**src/rtl/dmem_arbiter.sv**
```systemverilog
// ============================================================================
// dmem_arbiter : two-port fixed-priority arbiter for the synchronous data RAM
// Revision     : 1.0
// ============================================================================
`default_nettype none

module dmem_arbiter #(
    parameter int STARVE_LIMIT = 4,
    parameter int CNT_W        = 3
) (
    input  logic        clk,
    input  logic        resetn,

    input  logic        m0_req,
    input  logic [31:0] m0_addr,
    input  logic [3:0]  m0_wen,
    input  logic [31:0] m0_wdata,
    output logic        m0_gnt,
    output logic        m0_rvalid,
    output logic [31:0] m0_rdata,

    input  logic        m1_req,
    input  logic [31:0] m1_addr,
    input  logic [3:0]  m1_wen,
    input  logic [31:0] m1_wdata,
    output logic        m1_gnt,
    output logic        m1_rvalid,
    output logic [31:0] m1_rdata,

    output logic        ram_en,
    output logic [31:0] ram_addr,
    output logic [3:0]  ram_wen,
    output logic [31:0] ram_wdata,
    input  logic [31:0] ram_rdata,

    output logic        m1_starving
);

    localparam logic [0:0] ST_NORMAL = 1'b0;
    localparam logic [0:0] ST_BOOST  = 1'b1;

    localparam logic [CNT_W-1:0] CNT_MAX   = '1;
    localparam logic [CNT_W-1:0] CNT_LIMIT = CNT_W'(STARVE_LIMIT);

    logic [0:0]       state_q, state_d;
    logic [CNT_W-1:0] cnt_q, cnt_d;
    logic             rd_vld_q, rd_vld_d;
    logic             rd_owner_q, rd_owner_d;

    logic             win0, win1, any_win;
    logic [3:0]       sel_wen;

    // Ungated winners feed next-state logic; reset gating is applied only at the outputs.
    always_comb begin
        win1    = m1_req & ((state_q == ST_BOOST) | ~m0_req);
        win0    = m0_req & ~win1;
        any_win = win0 | win1;
        sel_wen = win1 ? m1_wen : m0_wen;
    end

    assign m0_gnt    = win0 & resetn;
    assign m1_gnt    = win1 & resetn;
    assign ram_en    = any_win & resetn;
    assign ram_addr  = win1 ? m1_addr  : m0_addr;
    assign ram_wdata = win1 ? m1_wdata : m0_wdata;
    assign ram_wen   = (any_win & resetn) ? sel_wen : 4'b0000;

    always_comb begin
        rd_vld_d   = any_win & (sel_wen == 4'b0000);
        rd_owner_d = win1;

        if (!m1_req || win1) begin
            cnt_d = '0;
        end else if (cnt_q != CNT_MAX) begin
            cnt_d = cnt_q + CNT_W'(1);
        end else begin
            cnt_d = cnt_q;
        end

        state_d = state_q;
        case (state_q)
            ST_NORMAL: if (cnt_d >= CNT_LIMIT)  state_d = ST_BOOST;
            ST_BOOST:  if (win1 || !m1_req)     state_d = ST_NORMAL;
            default:                            state_d = ST_NORMAL;
        endcase
    end

    always_ff @(posedge clk or negedge resetn) begin
        if (!resetn) begin
            state_q    <= ST_NORMAL;
            cnt_q      <= '0;
            rd_vld_q   <= 1'b0;
            rd_owner_q <= 1'b0;
        end else begin
            state_q    <= state_d;
            cnt_q      <= cnt_d;
            rd_vld_q   <= rd_vld_d;
            rd_owner_q <= rd_owner_d;
        end
    end

    assign m0_rvalid   = rd_vld_q & ~rd_owner_q;
    assign m1_rvalid   = rd_vld_q &  rd_owner_q;
    assign m0_rdata    = m0_rvalid ? ram_rdata : 32'h0;
    assign m1_rdata    = m1_rvalid ? ram_rdata : 32'h0;
    assign m1_starving = (state_q == ST_BOOST);

endmodule

`default_nettype wire

```
**config.mk**
```make
export PLATFORM = sky130hd
export DESIGN_NAME = dmem_arbiter
export DESIGN_NICKNAME = d
export VERILOG_FILES = /design/src/rtl/dmem_arbiter.sv
export SDC_FILE = /design/constraint.sdc
export NUM_CORES = 1
export LEC_CHECK = 0
export ABC_AREA = 1
export BUFFER_PORTS_ARGS = -buffer_cell sky130_fd_sc_hd__buf_4
export CORE_AREA = 2 2 119 121
export DETAILED_ROUTE_END_ITERATION = 12
export DIE_AREA = 0 0 121 123
export GPL_ROUTABILITY_DRIVEN = 0
export REMOVE_ABC_BUFFERS = 1
export SYNTH_ARGS = -nofsm -noshare
export SYNTH_HDL_FRONTEND = slang
export SYNTH_SLANG_ARGS = --single-unit
```
**constraint.sdc**
```tcl
create_clock -name clk -period 1.1 [get_ports clk]
set_input_delay 0.11 -clock clk [delete_from_list [all_inputs] [get_ports clk]]
set_output_delay 0.11 -clock clk [all_outputs]
set_load 0.005 [all_outputs]
```
==> summary.txt <==
Status
  • Status: finished, violations left
  • Failing checks: negative setup slack

Min path
  • WHS Path Cells: 4
  • Hold path start: m1_wen[3]
  • Worst min path class: primary input to flop
  • Hold endpoint: rd_vld_q

Die
  • Die ar.: 14900 um^2
  • Num rows: 43
  • Starting Density: 0.117
  • Ports: 310
  • Core Region: 13600 um^2
  • Die span in x: 121 um
  • Die Y: 123 um

Global routing
  • First-pass GRT wire length: 14900 um
  • GR Overflow Total: 0
  • Global Route Usage Sum: 0.125
  • Vias in the first global route: 3082
  • Initial antenna violation count: 0
  • Largest net degree at the start of global routing: 40

Drt
  • DR WL/cell: 14.6 um
  • DRT antenna net count: 0
  • Final WL: 12700 um
  • DR DRC count: 0
  • Via count: 3491
  • Initial drt markers: 70
  • Vias/cell: 4.01
  • First drt pass iteration count: 5

Logic synthesis
  • Synth Area per Inst: 4.38 um^2
  • Synth Cell Area: 1600 um^2
  • Sequential-to-total area share from yosys stat: 0.0940
  • Flops & latches, synth: 6
  • Synth cell types: 18
  • Gate Count Post-Synth: 365
  • Yosys Warn Count: 0

Setup path
  • Reg2reg start: m1_starving
  • Crit path max fanout: 8
  • Critical Path RT: 0.99 ns
  • WS Path Type: flop to output port
  • R2r setup slk: -0.07 ns
  • Kind of end point of the critical path: output port
  • Crit Reg-Reg Endpoint: rd_vld_q
  • CP Launch Type: flop
  • Critical path arrival: 1.43 ns
  • FF-to-FF path depth: 8

Power and ir drop
  • Maximum VDD drop: 0.360 mV
  • Leak pwr: 3.06 nW
  • Pwr dens: 464 nW/um^2

Finish
  • Design area: 5450 um^2
  • # diodes: 0
  • Most frequent cells in the layout: buf_4 (257), nand2_1 (136), buf_6 (63)
  • P&R area growth vs syn: 241%
  • Share of layout cells above drive strength 1: 0.704
  • Commonest non-fill, non-tap cell in the layout: buf_4
  • Nets@finish: 865

STA
  • Worst-margin pin slew: 0.280 ns
  • Pins Over Slew Limit: 0
  • Final Skew: 0.000779 ns
  • Final Hold Fails: 0
  • Final worst slack: -0.440 ns
  • Final setup fails: 137
  • RSZ-0062 raised after global routing: true
  • Final period demand of the worst path: 1.54 ns
  • Peak Freq: 0.649 GHz
  • Sum Neg Setup Slack: -40.17 ns
  • Hold Worst Slack: 0.166 ns
  • Part of the cycle the worst path needs: 1.40
  • Slew HR: 0.812

CTS
  • Num CTS Buffers: 3
  • CTS H-tree depth: 1
  • Clk slew on worst S/H paths: 0.03 ns
  • TritonCTS clock tree: built
  • Root Driver: clkbuf_16
  • Clock tree sinks: 6
  • Deepest clock path buffer count: 2
  • Skew-Pair Late Insertion Delay: 0.23 ns

Place
  • Placed cell area: 4200 um^2
  • Post-DP HPWL: 9070 um
  • Port-buffer cells: 309

Job
  • Max-cap violations: 0
-- what timing repair did --
action,CTS,global route
pin swaps,2,35
gates resized for setup,63,192
setup endpoints to repair,136,140
buffers inserted,2,2
cloned,2,12
hold buffers,1,0
endpoints found under the hold margin,6,0
-- routing by layer --
layer  part of all wire  track usage  up-vias
met2               0.56        0.257      219
li1                   -            -     1695
met5                  0            0        -
met4              0.015       0.0262        0
met1               0.34        0.129     1561
met3              0.089       0.0240       16
-- power breakdown --
part	switching [W]	total (W)	internal, W
registers	0.00000651	0.000235	0.000229
logic	0.000712	0.00171	0.00100
clock network	0.000116	0.000582	0.000466
total	0.000834	0.00253	0.00169
-- flip-flops by register name, indices dropped and copies added, names as in the netlist --
register	count
rd_owner_q	1
cnt_q	3
m1_starving	1
rd_vld_q	1
-- cells by family (layout without fill, tap and decap cells) --
kind of cell | Yosys count | after routing | share of synthesized area
AO/OA/AOI/OAI | 3 | 3 | 0.00939
adder cells (fa/ha/maj) | 1 | 1 | 0.00783
buffers and inverters | 65 | 390 | 0.193
AND/OR/NAND/NOR | 290 | 290 | 0.695
flip-flops | 6 | 6 | 0.0940
-- cell usage after synthesis, drive strengths merged --
library cell,n,area (um^2)
nor3,1,5.00
nand2,205,780
nand3,3,15.0
o21ai,2,10.0
clkbuf,6,22.5
inv,45,169
dfrtp,6,150
a21oi,1,5.00
nand3b,1,7.51
ha,1,12.5
nor2,79,297
nor3b,1,7.51
buf,14,118
-- critical path: stages, from the launching register on --
cell,delay [ns]
dfrtp_1,0.38
inv_2,0.08
nand2_4,0.07
nand2_8,0.10
buf_12,0.15
clkbuf_16,0.16
nand2_1,0.05
nand2_1,0.08
buf_4,0.11
-- cell type report --
| type | instances | area (um^2) |
|---|---|---|
| repair buffers | 342 | 3120 |
| well taps | 180 | 225 |
| inverters | 45 | 176 |
| multi-input cells | 294 | 1700 |
| clock buffers | 3 | 75.1 |
| flip-flops and latches | 6 | 150 |
| fillers | 1387 | 8160 |
-- stage by stage --
| step | util | power, W | setup WS (ns) | instances |
|---|---|---|---|---|
| final | 0.401 | 0.00253 | -0.440 | 870 |
| after global routing | 0.401 | 0.00269 | -0.489 | 870 |
| after CTS | 0.332 | 0.00225 | -0.402 | 857 |
| after detailed placement | 0.309 | 0.00159 | -0.187 | 849 |
| after global placement | 0.309 | 0.00159 | -0.178 | 849 |
| after floorplan | - | 0.000591 | -0.613 | 345 |
-- worst max-delay path by stage --
stage                          endpoint         from  slack [ns]
after floorplan             ram_addr[0]  m1_starving       -0.61
after global placement      ram_addr[1]  m1_starving       -0.18
after detailed placement    ram_addr[1]  m1_starving       -0.19
after CTS                 ram_wdata[14]  m1_starving       -0.40
after global routing      ram_wdata[15]  m1_starving       -0.49
final                     ram_wdata[17]  m1_starving       -0.44
No activity file was read; power rests on OpenSTA's default activity.
